$ cat src/rtl/vid_frame_sequencer_pkg.sv
// -----------------------------------------------------------------------------
// vid_frame_sequencer_pkg
// Shared definitions for the frame-timing sequencer:
//   - default frame geometry (active size and porches)
//   - vfs_state_t, the sequencer FSM state encoding
//   - test-pattern format: D_IN = {line_idx[7:0], pix_idx[7:0]}
// -----------------------------------------------------------------------------
package vid_frame_sequencer_pkg;

  localparam int unsigned VFS_H_ACTIVE  = 640;
  localparam int unsigned VFS_V_ACTIVE  = 480;
  localparam int unsigned VFS_H_B_PORCH = 120;
  localparam int unsigned VFS_H_F_PORCH = 200;
  localparam int unsigned VFS_V_B_PORCH = 120;
  localparam int unsigned VFS_V_F_PORCH = 100;

  // Counter and pattern field widths.
  localparam int unsigned VFS_CNT_W      = 16;
  localparam int unsigned VFS_PAT_LINE_W = 8;
  localparam int unsigned VFS_PAT_PIX_W  = 8;

  typedef enum logic [2:0] {
    ST_IDLE  = 3'd0,
    ST_VBP   = 3'd1,
    ST_ACT   = 3'd2,
    ST_STALL = 3'd3,
    ST_VFP   = 3'd4
  } vfs_state_t;

  function automatic logic [VFS_CNT_W-1:0] vfs_pattern(
    input logic [VFS_PAT_LINE_W-1:0] line_idx,
    input logic [VFS_PAT_PIX_W-1:0]  pix_idx
  );
    return {line_idx, pix_idx};
  endfunction

endpackage

$ cat src/rtl/vid_frame_sequencer_if.sv
// -----------------------------------------------------------------------------
// vid_frame_sequencer_if
// Control inputs and camera-side pixel outputs of the frame sequencer.
//   master : host / bench side, drives start, cont, stop, stall_req
//   slave  : sequencer side, drives FV, LV, D_IN, line_no, frame_cnt,
//            frame_done, busy
// Handshake: there is no valid/ready pair here. start is a level sampled on
// every rising pclk edge while idle; stop is a level sampled on every edge
// while busy; stall_req is a level sampled only on active-line ends and while
// stalled. All slave outputs are registered.
// -----------------------------------------------------------------------------
interface vid_frame_sequencer_if;
  logic        start;
  logic        cont;
  logic        stop;
  logic        stall_req;
  logic        FV;
  logic        LV;
  logic [15:0] D_IN;
  logic [15:0] line_no;
  logic [15:0] frame_cnt;
  logic        frame_done;
  logic        busy;

  modport master (
    output start, cont, stop, stall_req,
    input  FV, LV, D_IN, line_no, frame_cnt, frame_done, busy
  );

  modport slave (
    input  start, cont, stop, stall_req,
    output FV, LV, D_IN, line_no, frame_cnt, frame_done, busy
  );
endinterface

$ cat src/rtl/vid_frame_sequencer_line_timer.sv
// -----------------------------------------------------------------------------
// vfs_line_timer
// Horizontal counter for the frame sequencer. h_cnt runs 0..L-1 with
// L = H_B_PORCH + H_ACTIVE + H_F_PORCH and is parked at 0 when not running.
// Because the sequencer registers its outputs, this block also exposes a
// look-ahead view of the next cycle's h_cnt (LV window, pixel index, end).
// Ports:
//   pclk, reset      : clock, async active-high reset
//   i_run            : 1 = count this cycle, 0 = next h_cnt is 0
//   o_line_end       : current h_cnt == L-1
//   o_line_end_nxt   : next h_cnt == L-1
//   o_lv_nxt         : next h_cnt lies in the active window
//   o_pix_nxt        : low byte of (next h_cnt - H_B_PORCH)
// -----------------------------------------------------------------------------
module vfs_line_timer #(
  parameter int unsigned H_ACTIVE  = 640,
  parameter int unsigned H_B_PORCH = 120,
  parameter int unsigned H_F_PORCH = 200
) (
  input  logic       pclk,
  input  logic       reset,
  input  logic       i_run,
  output logic       o_line_end,
  output logic       o_line_end_nxt,
  output logic       o_lv_nxt,
  output logic [7:0] o_pix_nxt
);

  localparam logic [15:0] H_LAST  = 16'(H_B_PORCH + H_ACTIVE + H_F_PORCH - 1);
  localparam logic [16:0] H_BP17  = 17'(H_B_PORCH);
  localparam logic [15:0] H_ACT16 = 16'(H_ACTIVE);

  logic [15:0] r_h_cnt;
  logic [15:0] w_h_nxt;
  logic [16:0] w_off;

  assign o_line_end     = (r_h_cnt == H_LAST);
  assign w_h_nxt        = (!i_run || o_line_end) ? 16'd0 : r_h_cnt + 16'd1;
  assign o_line_end_nxt = (w_h_nxt == H_LAST);

  // 17-bit subtract: bit 16 is the borrow, i.e. "still inside the back porch".
  assign w_off     = {1'b0, w_h_nxt} - H_BP17;
  assign o_lv_nxt  = !w_off[16] && (w_off[15:0] < H_ACT16);
  assign o_pix_nxt = w_off[7:0];

  always_ff @(posedge pclk or posedge reset) begin
    if (reset) r_h_cnt <= '0;
    else       r_h_cnt <= w_h_nxt;
  end

endmodule

$ cat src/rtl/vid_frame_sequencer.sv
// -----------------------------------------------------------------------------
// vid_frame_sequencer
// Synthesizable camera-side frame generator (FV / LV / D_IN) with programmable
// porches, single or continuous frames, and a {line, pixel} test pattern.
// Optional feature macro: VFS_STALL_EN. When defined, stall_req sampled on the
// last cycle of any active line but the final one inserts blank STALL cycles
// (FV=1, LV=0) until stall_req drops. When undefined, stall_req is ignored and
// frame length is exact.
// Ports:
//   pclk, reset  : pixel clock, async active-high reset
//   bus (slave)  : start/cont/stop/stall_req in; FV, LV, D_IN, line_no,
//                  frame_cnt, frame_done, busy out (all registered)
//   o_dbg_state  : current FSM state
// -----------------------------------------------------------------------------
module vid_frame_sequencer
  import vid_frame_sequencer_pkg::*;
#(
  parameter int unsigned H_ACTIVE  = VFS_H_ACTIVE,
  parameter int unsigned V_ACTIVE  = VFS_V_ACTIVE,
  parameter int unsigned H_B_PORCH = VFS_H_B_PORCH,
  parameter int unsigned H_F_PORCH = VFS_H_F_PORCH,
  parameter int unsigned V_B_PORCH = VFS_V_B_PORCH,
  parameter int unsigned V_F_PORCH = VFS_V_F_PORCH
) (
  input  logic                    pclk,
  input  logic                    reset,
  vid_frame_sequencer_if.slave    bus,
  output vfs_state_t              o_dbg_state
);

  localparam logic [15:0] V_BP_LAST  = 16'(V_B_PORCH - 1);
  localparam logic [15:0] V_ACT_LAST = 16'(V_ACTIVE - 1);
  localparam logic [15:0] V_FP_LAST  = 16'(V_F_PORCH - 1);
  localparam bit          HAS_VBP    = (V_B_PORCH != 0);
  localparam bit          HAS_VFP    = (V_F_PORCH != 0);
  localparam vfs_state_t  FIRST_ST   = HAS_VBP ? ST_VBP : ST_ACT;

  vfs_state_t  r_state, w_state_nxt;
  logic [15:0] r_v_cnt, w_v_nxt;
  logic        r_cont, r_stop_pend;
  logic        r_fv, r_lv, r_frame_done, r_busy;
  logic [15:0] r_d_in, r_line_no, r_frame_cnt;

  logic        w_run, w_line_end, w_line_end_nxt, w_lv_nxt, w_frame_end, w_last_nxt;
  logic [7:0]  w_pix_nxt;

  assign w_run = (r_state != ST_IDLE) && (r_state != ST_STALL);

  vfs_line_timer #(
    .H_ACTIVE  (H_ACTIVE),
    .H_B_PORCH (H_B_PORCH),
    .H_F_PORCH (H_F_PORCH)
  ) u_line_timer (
    .pclk           (pclk),
    .reset          (reset),
    .i_run          (w_run),
    .o_line_end     (w_line_end),
    .o_line_end_nxt (w_line_end_nxt),
    .o_lv_nxt       (w_lv_nxt),
    .o_pix_nxt      (w_pix_nxt)
  );

  // Next-state decode; v_cnt counts lines within the current state.
  always_comb begin
    w_state_nxt = r_state;
    w_v_nxt     = r_v_cnt;
    w_frame_end = 1'b0;
    case (r_state)
      ST_IDLE: begin
        if (bus.start) begin
          w_state_nxt = FIRST_ST;
          w_v_nxt     = '0;
        end
      end
      ST_VBP: begin
        if (w_line_end) begin
          if (r_v_cnt == V_BP_LAST) begin
            w_state_nxt = ST_ACT;
            w_v_nxt     = '0;
          end else begin
            w_v_nxt = r_v_cnt + 16'd1;
          end
        end
      end
      ST_ACT: begin
        if (w_line_end) begin
          if (r_v_cnt == V_ACT_LAST) begin
            w_v_nxt = '0;
            if (HAS_VFP) w_state_nxt = ST_VFP;
            else         w_frame_end = 1'b1;
          end else begin
            // v_cnt already points at the next line while stalled.
            w_v_nxt = r_v_cnt + 16'd1;
`ifdef VFS_STALL_EN
            if (bus.stall_req) w_state_nxt = ST_STALL;
`endif
          end
        end
      end
`ifdef VFS_STALL_EN
      ST_STALL: begin
        if (!bus.stall_req) w_state_nxt = ST_ACT;
      end
`endif
      ST_VFP: begin
        if (w_line_end) begin
          if (r_v_cnt == V_FP_LAST) w_frame_end = 1'b1;
          else                      w_v_nxt     = r_v_cnt + 16'd1;
        end
      end
      default: w_state_nxt = ST_IDLE;
    endcase

    if (w_frame_end) begin
      w_v_nxt     = '0;
      w_state_nxt = (r_stop_pend || !r_cont) ? ST_IDLE : FIRST_ST;
    end
  end

  // The next cycle is the last frame cycle: last line of the frame, h = L-1.
  assign w_last_nxt = w_line_end_nxt &&
                      (((w_state_nxt == ST_VFP) && (w_v_nxt == V_FP_LAST)) ||
                       (!HAS_VFP && (w_state_nxt == ST_ACT) && (w_v_nxt == V_ACT_LAST)));

  // FSM state plus outputs registered from the next-cycle view.
  always_ff @(posedge pclk or posedge reset) begin
    if (reset) begin
      r_state      <= ST_IDLE;
      r_v_cnt      <= '0;
      r_cont       <= 1'b0;
      r_stop_pend  <= 1'b0;
      r_fv         <= 1'b0;
      r_lv         <= 1'b0;
      r_d_in       <= '0;
      r_line_no    <= '0;
      r_frame_cnt  <= '0;
      r_frame_done <= 1'b0;
      r_busy       <= 1'b0;
    end else begin
      r_state <= w_state_nxt;
      r_v_cnt <= w_v_nxt;

      if (r_state == ST_IDLE) begin
        r_stop_pend <= 1'b0;
        // start together with stop runs exactly one frame.
        if (bus.start) r_cont <= bus.cont & ~bus.stop;
      end else if (w_frame_end && (w_state_nxt == ST_IDLE)) begin
        r_stop_pend <= 1'b0;
      end else if (bus.stop) begin
        r_stop_pend <= 1'b1;
      end

      r_busy       <= (w_state_nxt != ST_IDLE);
      r_fv         <= (w_state_nxt == ST_ACT) || (w_state_nxt == ST_STALL);
      r_lv         <= (w_state_nxt == ST_ACT) && w_lv_nxt;
      r_d_in       <= ((w_state_nxt == ST_ACT) && w_lv_nxt) ?
                      vfs_pattern(w_v_nxt[7:0], w_pix_nxt) : '0;
      r_frame_done <= w_last_nxt;
      if (w_state_nxt == ST_ACT) r_line_no   <= w_v_nxt;
      if (w_frame_end)           r_frame_cnt <= r_frame_cnt + 16'd1;
    end
  end

  assign bus.FV         = r_fv;
  assign bus.LV         = r_lv;
  assign bus.D_IN       = r_d_in;
  assign bus.line_no    = r_line_no;
  assign bus.frame_cnt  = r_frame_cnt;
  assign bus.frame_done = r_frame_done;
  assign bus.busy       = r_busy;
  assign o_dbg_state    = r_state;

endmodule

$ cat src/flat_wrapper.sv
// flat-port wrapper written by rule: the top's interface ports become plain ports
module vid_frame_sequencer_flat import vid_frame_sequencer_pkg::*;
#(
  parameter int unsigned H_ACTIVE  = VFS_H_ACTIVE,
  parameter int unsigned V_ACTIVE  = VFS_V_ACTIVE,
  parameter int unsigned H_B_PORCH = VFS_H_B_PORCH,
  parameter int unsigned H_F_PORCH = VFS_H_F_PORCH,
  parameter int unsigned V_B_PORCH = VFS_V_B_PORCH,
  parameter int unsigned V_F_PORCH = VFS_V_F_PORCH
)
  (pclk, reset, o_dbg_state, bus_start, bus_cont, bus_stop, bus_stall_req, bus_FV, bus_LV, bus_D_IN, bus_line_no, bus_frame_cnt, bus_frame_done, bus_busy);
  vid_frame_sequencer_if bus_i ();
  input  logic pclk;
  input  logic reset;
  output vfs_state_t o_dbg_state;
  input wire logic [$bits(bus_i.start)-1:0] bus_start;
  input wire logic [$bits(bus_i.cont)-1:0] bus_cont;
  input wire logic [$bits(bus_i.stop)-1:0] bus_stop;
  input wire logic [$bits(bus_i.stall_req)-1:0] bus_stall_req;
  output wire logic [$bits(bus_i.FV)-1:0] bus_FV;
  output wire logic [$bits(bus_i.LV)-1:0] bus_LV;
  output wire logic [$bits(bus_i.D_IN)-1:0] bus_D_IN;
  output wire logic [$bits(bus_i.line_no)-1:0] bus_line_no;
  output wire logic [$bits(bus_i.frame_cnt)-1:0] bus_frame_cnt;
  output wire logic [$bits(bus_i.frame_done)-1:0] bus_frame_done;
  output wire logic [$bits(bus_i.busy)-1:0] bus_busy;
  assign bus_i.start = bus_start;
  assign bus_i.cont = bus_cont;
  assign bus_i.stop = bus_stop;
  assign bus_i.stall_req = bus_stall_req;
  assign bus_FV = bus_i.FV;
  assign bus_LV = bus_i.LV;
  assign bus_D_IN = bus_i.D_IN;
  assign bus_line_no = bus_i.line_no;
  assign bus_frame_cnt = bus_i.frame_cnt;
  assign bus_frame_done = bus_i.frame_done;
  assign bus_busy = bus_i.busy;
  vid_frame_sequencer #(.H_ACTIVE(H_ACTIVE), .V_ACTIVE(V_ACTIVE), .H_B_PORCH(H_B_PORCH), .H_F_PORCH(H_F_PORCH), .V_B_PORCH(V_B_PORCH), .V_F_PORCH(V_F_PORCH)) u_core (.pclk(pclk), .reset(reset), .bus(bus_i), .o_dbg_state(o_dbg_state));
endmodule
$ cat config.mk
export PLATFORM = sky130hd
export DESIGN_NAME = vid_frame_sequencer_flat
export DESIGN_NICKNAME = d
export VERILOG_FILES = /design/src/rtl/vid_frame_sequencer_pkg.sv /design/src/rtl/vid_frame_sequencer_if.sv /design/src/rtl/vid_frame_sequencer_line_timer.sv /design/src/rtl/vid_frame_sequencer.sv /design/src/flat_wrapper.sv
export SDC_FILE = /design/constraint.sdc
export NUM_CORES = 1
export LEC_CHECK = 0
export ABC_AREA = 1
export CAP_MARGIN = 10
export CORE_MARGIN = 4
export CORE_UTILIZATION = 55
export DETAILED_ROUTE_END_ITERATION = 16
export GPL_ROUTABILITY_DRIVEN = 0
export PLACE_DENSITY = 0.78
export SLEW_MARGIN = 10
export SYNTH_ARGS = -nofsm -noshare
export SYNTH_HDL_FRONTEND = slang
export SYNTH_SLANG_ARGS = --single-unit
$ cat constraint.sdc
create_clock -name pclk -period 8.1 [get_ports pclk]
set_input_delay 1.62 -clock pclk [delete_from_list [all_inputs] [get_ports pclk]]
set_output_delay 1.62 -clock pclk [all_outputs]
set_load 0.03 [all_outputs]
==> results.sh, run 1 <==
export IMPL_ys_flop_type="dfrtp_1"
export IMPL_fin_cells=954
export IMPL_cts_hold_buf=0
export IMPL_root_buffer="clkbuf_8"
export IMPL_power_uw=747.9
export IMPL_worstPathRequired_ns=8.37
export IMPL_numCtsBuffers=9
export IMPL_p_leak_nw=3.154
export IMPL_synth_fp_nets=773
export IMPL_tns_ns=0
export IMPL_fin_nets=832
export IMPL_track_usage_pct=24.64
export IMPL_ys_warn_count=0
export IMPL_startpoint="u_core.o_dbg_state[1]$_DFF_PP0_"
export IMPL_max_cap_violations=0
export IMPL_ys_ff_latch=89
export IMPL_synthArstFlopShare_pct=100.0
export IMPL_io_buffers=59
export IMPL_period_minus_slack_ns=3.448
export IMPL_n_fill_cell=833
export IMPL_netlist_area_um2=5380
export IMPL_clock_latency_ns=0.35
export IMPL_dp_hpwl_um=9867
export IMPL_hold_class="reg -> reg"
export IMPL_start_util_pct=57.41
export IMPL_seqCellArea_um2=2227
export IMPL_synth_cells=763
export IMPL_wl_um=13450
export IMPL_max_clock_freq_mhz=290.0
export IMPL_worstHoldStart="u_core.bus.line_no[8]$_DFFE_PP0P_"
export IMPL_cts_resized_gates=0
export IMPL_synth_edf_count=0
export IMPL_die_w_um=106.9
export IMPL_yosysTopAreaCell="dfrtp_1"
export IMPL_first_pass_iters=6
export IMPL_rsz0062_at_grt="false"
export IMPL_switching_share_pct=20.67
export IMPL_num_io_pins=61
export IMPL_clkPwrFrac_pct=39.2
export IMPL_overflow=0
export IMPL_drc=0
export IMPL_avgSynthCellArea_um2=7.051
export IMPL_comb_power_share_pct=1.5
export IMPL_hold_viol=0
export IMPL_grt_pass1_wl_um=22910
export IMPL_drt_initial_drc_count=390
export IMPL_worstSetupPathType="reg -> reg"
export IMPL_clkTransAtPathRegs_ns=0.08
export IMPL_post_cts_buffers=0
export IMPL_htreeDepth=3
export IMPL_die_area_um2=11430
export IMPL_seqPwrFrac_pct=59.3
export IMPL_status="finished, final reports clean"
export IMPL_setup_viol=0
export IMPL_tightestPinTransition_ns=1.090
export IMPL_avgRoutedWirePerCell_um=14.09
export IMPL_multi_input_area_um2=2654
export IMPL_clock_path_buffers=2
export IMPL_drive_gt1_share_pct=6.303
export IMPL_antenna_found_initial=0
export IMPL_ys_types=38
export IMPL_ir_worst_vdd_v=0.00007534
export IMPL_diodes=0
export IMPL_cts_tree="yes"
export IMPL_r2r_start="u_core.o_dbg_state[1]$_DFF_PP0_"
export IMPL_slew_headroom_pct=27.32
export IMPL_via_per_inst=5.338
export IMPL_cts_sinks=89
export IMPL_synthTopCellsByArea="dfrtp_1 41%, nand2_1 16%, inv_1 7.7%, nor2_1 7.7%, nand3_1 6.3%"
export IMPL_cp_start_kind="flop"
export IMPL_die_h_um=106.9
export IMPL_critPathCaptureType="flop"
export IMPL_most_common_layout_cells="227 x nand2_1, 110 x nor2_1, 109 x inv_1"
export IMPL_p_switching_uw=154.6
export IMPL_final_common_cell="nand2_1"
export IMPL_synth_seq_area_share_pct=41.40
export IMPL_finish_utilization_pct=66.84
export IMPL_worstPathMaxFanout=25
export IMPL_dp_cells=940
export IMPL_internal_power_uw=593.3
export IMPL_grt_pass1_vias=4881
export IMPL_finalCritPeriodShare_pct=42.57
export IMPL_cp_arrival_ns=3.72
export IMPL_grt_max_degree=90
export IMPL_ant_nets=0
export IMPL_vias=5092
export IMPL_final_max_slew_viol_count=0
export IMPL_yosysTopAreaCellShare_pct=41.40
export IMPL_rows=35
export IMPL_syn_to_final_growth_pct=16.42
export IMPL_finClkSkew_ns=0.007554
export IMPL_core_area_um2=9371
export IMPL_powerDensity_nw_per_um2=119.4
-- registers in the layout, summed over array words and instances (netlist names) --
signal and count:
u_core.o_dbg_state 3, u_core.bus.frame_done 1, u_core.r_v_cnt 16, u_core.r_cont 1
u_core.bus.frame_cnt 16, u_core.bus.line_no 16, u_core.bus.LV 1, u_core.u_line_timer.r_h_cnt 16
u_core.bus.FV 1, u_core.r_stop_pend 1, u_core.bus.busy 1, u_core.bus.D_IN 16
-- cell type report --
class | instances | area share, %
Clock inverter | 3 | 0.6792
Clock buffer | 11 | 2.257
Timing Repair Buffer | 61 | 9.668
Multi-Input combinational cell | 547 | 42.37
Tap cell | 129 | 2.577
Sequential cell | 89 | 35.56
Inverter | 114 | 6.892
-- worst max-delay path: stages, from the launching register on --
cell and delay [ns]:
dfrtp_1 0.46, inv_1 0.13, nand2_1 0.06, nor2_1 0.78, nand4_1 0.22, nand2_1 0.71, nand2_1 0.15, nor3_2 0.22
nand2_2 0.40, nor2_1 0.23
-- worst paths after layout --
kind	endpoint	slack, ns	depth (start not counted)
setup reg to reg	u_core.bus.D_IN[5]$_DFF_PP0_	4.65	9
hold reg to reg	u_core.bus.line_no[8]$_DFFE_PP0P_	0.48	2
setup / recovery	u_core.bus.D_IN[5]$_DFF_PP0_	4.65	9
hold / removal	u_core.bus.line_no[8]$_DFFE_PP0P_	0.48	2
min in group asynchronous	u_core.u_line_timer.r_h_cnt[4]$_DFF_PP0_	1.95	3
max in group asynchronous	u_core.r_v_cnt[13]$_DFF_PP0_	5.46	3
-- synth_stat cells (2+ instances only) --
cell / n
o21ai_2: 2
nand2_2: 4
nand2_1: 227
dfrtp_1: 89
inv_1: 110
xnor2_1: 10
a21oi_1: 20
xor2_1: 13
nor2_2: 4
nor2_4: 12
ha_1: 4
nor2_1: 110
nand3_1: 68
clkbuf_1: 10
nand2_4: 3
nor3_2: 2
inv_2: 2
nor3_1: 8
nand4_1: 21
nand3b_1: 2
o211ai_1: 6
o21ai_0: 20
-- cells by family after synthesis --
group / share of synthesized area [%]
compound gates: 5.745
xor+xnor: 3.744
fa+ha+maj: 0.9303
buf+inv: 9.372
flops: 41.40
simple gates: 38.81
-- per-stage QoR --
stage / setup WS, ns / cell area (µm²) / hold slack (ns)
floorplan: 4.173 / 5380 / 0.4629
global placement: 4.561 / 6080 / 0.4544
finish: 4.652 / 6264 / 0.4767
CTS: 4.700 / 6264 / 0.4826
detailed placement: 4.564 / 6080 / 0.4618
global route: 4.357 / 6264 / 0.5029
-- metal layers --
layer	vias to the layer above	GRT usage, %	routed length (µm)
met4	0	8.128	235
li1	2499	-	-
met1	2370	32.84	6027
met2	196	39.34	6017
met5	-	0	0
met3	27	6.321	1164
-- power groups by stage --
stage,logic [mW],registers [mW],clock network (mW)
finish,0.0111,0.444,0.293
global route,0.0130,0.444,0.316
CTS,0.0118,0.444,0.300
detailed placement,0.0118,0.453,0
global placement,0.0117,0.453,0
floorplan,0.00676,0.453,0
Note: power is estimated with default switching activity, not from simulation.
==> run 2, diff against run 1 <==
==> constraint.sdc (replaced) <==
create_clock -name pclk -period 3.3 [get_ports pclk]
set_input_delay 0.66 -clock pclk [delete_from_list [all_inputs] [get_ports pclk]]
set_output_delay 0.66 -clock pclk [all_outputs]
set_load 0.03 [all_outputs]
==> results.sh, run 2 (synthesis results as in run 1) <==
export IMPL_cts_tree="yes"
export IMPL_rr_worst_depth=17
export IMPL_root_buffer="clkbuf_8"
export IMPL_start_util_pct=57.41
export IMPL_cts_sinks=89
export IMPL_cp_slowest_cell="dfrtp_1"
export IMPL_num_io_pins=61
export IMPL_max_cap_violations=0
export IMPL_status="finished, final reports clean"
export IMPL_crit_buf_inv=2
export IMPL_track_usage_pct=24.83
export IMPL_post_cts_buffers=0
export IMPL_die_w_um=106.9
export IMPL_cp_depth=17
export IMPL_powerDensity_nw_per_um2=313.8
export IMPL_r2r_start="u_core.u_line_timer.r_h_cnt[0]$_DFF_PP0_"
export IMPL_clock_latency_ns=0.38
export IMPL_p_leak_nw=3.215
export IMPL_io_buffers=59
export IMPL_hold_depth=1
export IMPL_tns_ns=0
export IMPL_cts_resized_gates=0
export IMPL_drive_gt1_share_pct=7.314
export IMPL_period_minus_slack_ns=2.985
export IMPL_antenna_found_initial=0
export IMPL_slowest_delay_ns=0.41
export IMPL_slew_headroom_pct=61.87
export IMPL_worstHoldStart="u_core.bus.frame_cnt[15]$_DFFE_PP0P_"
export IMPL_drc=0
export IMPL_final_common_cell="nand2_1"
export IMPL_overflow=0
export IMPL_htreeDepth=3
export IMPL_path_cells="ha_1 -> nand3_1 -> nor3_4 -> nand2_4 -> nand3b_1 -> inv_1 -> ha_1 -> nand3_1 -> nand2_1 -> nand2_1 -> nand3_1 -> nand2_1 -> nand2_1 -> nor2_2 -> nand2_2 -> buf_4 -> nor2_4"
export IMPL_tightestPinTransition_ns=0.5712
export IMPL_avgRoutedWirePerCell_um=14.10
export IMPL_most_common_layout_cells="227 x nand2_1, 110 x nor2_1, 109 x inv_1"
export IMPL_die_h_um=106.9
export IMPL_final_max_slew_viol_count=0
export IMPL_ir_worst_vdd_v=0.0002238
export IMPL_die_area_um2=11430
export IMPL_first_pass_iters=7
export IMPL_dp_hpwl_um=10060
export IMPL_syn_to_final_growth_pct=18.28
export IMPL_cts_hold_buf=0
export IMPL_cp_start_kind="flop"
export IMPL_drt_initial_drc_count=442
export IMPL_ant_nets=0
export IMPL_wl_um=13580
export IMPL_grt_pass1_vias=4897
export IMPL_rows=35
export IMPL_setup_viol=0
export IMPL_grt_pass1_wl_um=22880
export IMPL_via_per_inst=5.277
export IMPL_numCtsBuffers=9
export IMPL_core_area_um2=9371
export IMPL_diodes=0
export IMPL_hold_viol=0
export IMPL_startpoint="u_core.u_line_timer.r_h_cnt[0]$_DFF_PP0_"
export IMPL_n_fill_cell=821
export IMPL_whs_ns=0.4736
export IMPL_fin_nets=839
export IMPL_critPathCaptureType="flop"
export IMPL_max_clock_freq_mhz=335.0
export IMPL_worstPathMaxFanout=18
export IMPL_grt_max_degree=58
export IMPL_clkTransAtPathRegs_ns=0.10
export IMPL_finalCritPeriodShare_pct=90.47
export IMPL_path_delay_family="simple AND/OR/NAND/NOR gates"
export IMPL_worstSetupPathType="reg -> reg"
export IMPL_vias=5082
export IMPL_crit_top_cell="nand2_1"
export IMPL_regToRegSetupSlack_ns=0.31
export IMPL_clock_path_buffers=2
export IMPL_rsz0062_at_grt="false"
export IMPL_hold_class="reg -> reg"
export IMPL_cp_arrival_ns=3.30
export IMPL_worstPathRequired_ns=3.61
export IMPL_finClkSkew_ns=0.01593
-- run 2: path summary, 6_finish.rpt --
kind,to
min in group asynchronous,u_core.r_v_cnt[9]$_DFF_PP0_
min,u_core.bus.frame_cnt[15]$_DFFE_PP0P_
max in group asynchronous,u_core.bus.D_IN[8]$_DFF_PP0_
max,u_core.bus.D_IN[10]$_DFF_PP0_
min reg2reg,u_core.bus.frame_cnt[15]$_DFFE_PP0P_
max reg2reg,u_core.bus.D_IN[10]$_DFF_PP0_
-- run 2: final cells by class --
cell class	count	area, µm²	share of cell area, %
Multi-Input combinational cell	547	2649	41.62
Tap cell	129	161.4	2.536
Sequential cell	89	2227	35.00
Inverter	114	431.7	6.783
Timing Repair Buffer	68	670.6	10.54
Clock buffer	9	123.9	1.947
Clock inverter	7	100.1	1.573
-- run 2: report_power, final --
group | internal, mW | leakage, nW | total [mW] | switching, mW
clock | 0.437 | 0.115 | 0.878 | 0.441
sequential | 1.09 | 1.15 | 1.09 | 0
combinational | 0.00692 | 1.95 | 0.0296 | 0.0227
total | 1.53 | 3.21 | 2.00 | 0.464
-- run 2: layer usage --
layer / global-route usage, % / vias up / routed length (µm)
met4: 7.397 / 0 / 225
met5: 0 / - / 0
met2: 39.12 / 206 / 6191
li1: - / 2505 / -
met3: 4.395 / 30 / 943
met1: 35.20 / 2341 / 6215
-- run 2: through the flow --
stage | total power, mW | worst slack (ns) | std cells | util [%] | instance area, µm²
final | 1.997 | 0.3146 | 963 | 67.90 | 6364
after global routing | 2.061 | 0.04397 | 963 | 67.90 | 6364
after CTS | 2.013 | 0.3304 | 963 | 67.90 | 6364
after detailed placement | 1.143 | 0.3525 | 947 | 65.51 | 6140
after global placement | 1.142 | 0.4529 | 947 | 65.51 | 6140
after floorplan | 1.128 | 0.3331 | 763 | - | 5380
==> run 3, diff against run 2 <==
--- a/config.mk
+++ b/config.mk
@@ -5,13 +5,12 @@
 export SDC_FILE = /design/constraint.sdc
 export NUM_CORES = 1
 export LEC_CHECK = 0
-export ABC_AREA = 1
 export CAP_MARGIN = 10
 export CORE_MARGIN = 4
-export CORE_UTILIZATION = 55
+export CORE_UTILIZATION = 47
 export DETAILED_ROUTE_END_ITERATION = 16
 export GPL_ROUTABILITY_DRIVEN = 0
-export PLACE_DENSITY = 0.78
+export PLACE_DENSITY = 0.69
 export SLEW_MARGIN = 10
 export SYNTH_ARGS = -nofsm -noshare
 export SYNTH_HDL_FRONTEND = slang
==> results.sh, run 3 <==
export IMPL_crit_buf_inv=0
export IMPL_period_minus_slack_ns=3.156
export IMPL_yosysTopAreaCellShare_pct=44.67
export IMPL_ys_types=67
export IMPL_powerDensity_nw_per_um2=281.5
export IMPL_ant_nets=0
export IMPL_root_buffer="clkbuf_8"
export IMPL_drt_initial_drc_count=369
export IMPL_fin_cells=777
export IMPL_num_io_pins=61
export IMPL_drive_gt1_share_pct=16.07
export IMPL_cts_tree="yes"
export IMPL_yosysTopAreaCell="dfrtp_1"
export IMPL_placed_cell_area_um2=5991
export IMPL_ys_flop_type="dfrtp_1"
export IMPL_synthTopCellsByArea="dfrtp_1 45%, xnor2_1 4.2%, nand2_1 4.1%, nor2_1 3.7%, o21ai_0 2.9%"
export IMPL_tightestPinTransition_ns=0.7690
export IMPL_antenna_found_initial=0
export IMPL_diodes=0
export IMPL_crit_top_cell="or4_1"
export IMPL_clock_latency_ns=0.37
export IMPL_first_pass_iters=5
export IMPL_synth_most_common_cell="dfrtp_1"
export IMPL_final_common_cell="dfrtp_1"
export IMPL_worstPathRequired_ns=3.57
export IMPL_clkTransAtPathRegs_ns=0.09
export IMPL_cp_start_kind="flop"
export IMPL_synthArstFlopShare_pct=100.0
export IMPL_dp_slack_ns=0.09688
export IMPL_rows=37
export IMPL_clock_path_buffers=2
export IMPL_synth_fp_nets=555
export IMPL_start_util_pct=48.30
export IMPL_synth_seq_area_share_pct=44.67
export IMPL_die_h_um=111.0
export IMPL_finalCritPeriodShare_pct=95.64
export IMPL_fin_nets=647
export IMPL_rr_worst_depth=9
export IMPL_hold_class="reg -> reg"
export IMPL_power_mw=1.782
export IMPL_synth_cells=545
export IMPL_p_leak_nw=2.661
export IMPL_ir_worst_vdd_v=0.0001748
export IMPL_numCtsBuffers=9
export IMPL_synth_edf_count=0
export IMPL_n_fill_cell=870
export IMPL_layout_setup_ws_ns=0.1438
export IMPL_slew_headroom_pct=48.54
export IMPL_dp_hpwl_um=9827
export IMPL_netlist_area_um2=4986
export IMPL_max_cap_violations=0
export IMPL_most_common_layout_cells="88 x dfrtp_1, 59 x clkdlybuf4s50_1, 54 x nand2_1"
export IMPL_avgRoutedWirePerCell_um=17.30
export IMPL_critPathCaptureType="flop"
export IMPL_path_delay_family="simple AND/OR/NAND/NOR gates"
export IMPL_core_area_um2=10320
export IMPL_htreeDepth=3
export IMPL_grt_pass1_vias=4288
export IMPL_worstPathMaxFanout=4
export IMPL_cp_arrival_ns=3.43
export IMPL_avgSynthCellArea_um2=9.149
export IMPL_grt_pass1_wl_um=21460
export IMPL_via_per_inst=5.876
export IMPL_ys_warn_count=0
export IMPL_vias=4566
export IMPL_syn_to_final_growth_pct=26.98
export IMPL_hold_viol=0
export IMPL_dp_cells=754
export IMPL_path_cells="ha_1 -> nor4b_2 -> nand4_1 -> or4_1 -> o21ai_0 -> nor2_1 -> o221a_2 -> or4_1 -> nor4_2"
export IMPL_setup_viol=0
export IMPL_status="finished, final reports clean"
export IMPL_tns_ns=0
export IMPL_slowest_delay_ns=0.51
export IMPL_overflow=0
export IMPL_whs_ns=0.4671
export IMPL_finClkSkew_ns=0.01542
export IMPL_cp_slowest_cell="or4_1"
export IMPL_die_w_um=111.0
export IMPL_grt_max_degree=70
export IMPL_drc=0
export IMPL_design_area_um2=6331
export IMPL_final_max_slew_viol_count=0
export IMPL_hold_depth=1
export IMPL_io_buffers=59
export IMPL_die_area_um2=12320
export IMPL_cts_hold_buf=0
export IMPL_wl_um=13440
export IMPL_track_usage_pct=21.37
export IMPL_ys_top_cells_by_count="89 x dfrtp_1, 54 x nand2_1, 49 x nor2_1"
export IMPL_finish_utilization_pct=61.33
export IMPL_cp_depth=9
export IMPL_cts_sinks=89
export IMPL_ys_ff_latch=89
export IMPL_worstSetupPathType="reg -> reg"
export IMPL_max_clock_freq_mhz=316.8
run 3: power by group:
part | switching (mW) | internal (mW) | total (mW)
sequential | 0.0000000000000000248 | 1.09 | 1.09
clock | 0.395 | 0.268 | 0.663
combinational | 0.0223 | 0.00718 | 0.0295
total | 0.417 | 1.36 | 1.78
run 3: cell families (layout without fill, tap and decap cells):
family	Yosys count	in the layout	share of synthesized area, %
AOI/OAI and AO/OA	111	111	14.68
xor gates and xnor gates	40	40	7.026
adders and majority gates	4	4	1.004
buffers and inverters	47	143	3.840
DFF	89	89	44.67
muxes	3	3	0.6274
and+or+nand+nor	251	251	28.16
run 3: per-layer routing:
metal	up-vias	share of wire, %	global-route usage, %
met1	2205	43	27.99
met5	-	0	0
li1	2164	-	-
met2	182	49	35.60
met4	0	1.2	6.568
met3	15	6.3	4.531
run 3: area by class of cell:
type	instances	area [µm²]	share of cell area, %
Multi-Input combinational cell	409	2676	42.27
Sequential cell	89	2228	35.20
Timing Repair Buffer	115	1045	16.50
Tap cell	136	170.2	2.688
Clock buffer	10	127.6	2.016
Inverter	13	50.05	0.7905
Clock inverter	5	33.78	0.5336
run 3: path summary, 6_finish.rpt:
check | from | endpoint | slack [ns]
worst max-delay path | u_core.r_v_cnt[0]$_DFF_PP0_ | u_core.bus.frame_done$_DFF_PP0_ | 0.14
worst min-delay path | u_core.bus.frame_cnt[15]$_DFFE_PP0P_ | u_core.bus.frame_cnt[15]$_DFFE_PP0P_ | 0.47
worst max register to register | u_core.r_v_cnt[0]$_DFF_PP0_ | u_core.bus.frame_done$_DFF_PP0_ | 0.14
worst min register to register | u_core.bus.frame_cnt[15]$_DFFE_PP0P_ | u_core.bus.frame_cnt[15]$_DFFE_PP0P_ | 0.47
max in group asynchronous | reset | u_core.r_v_cnt[8]$_DFF_PP0_ | 2.05
min in group asynchronous | reset | u_core.bus.D_IN[0]$_DFF_PP0_ | 0.56
run 3: repair_timing:
| action | CTS | global route |
|---|---|---|
| setup endpoints to repair | 0 | 18 |
| gates resized for setup | 0 | 22 |
| setup buffers | 0 | 6 |
| endpoints found under the hold margin | 0 | 0 |
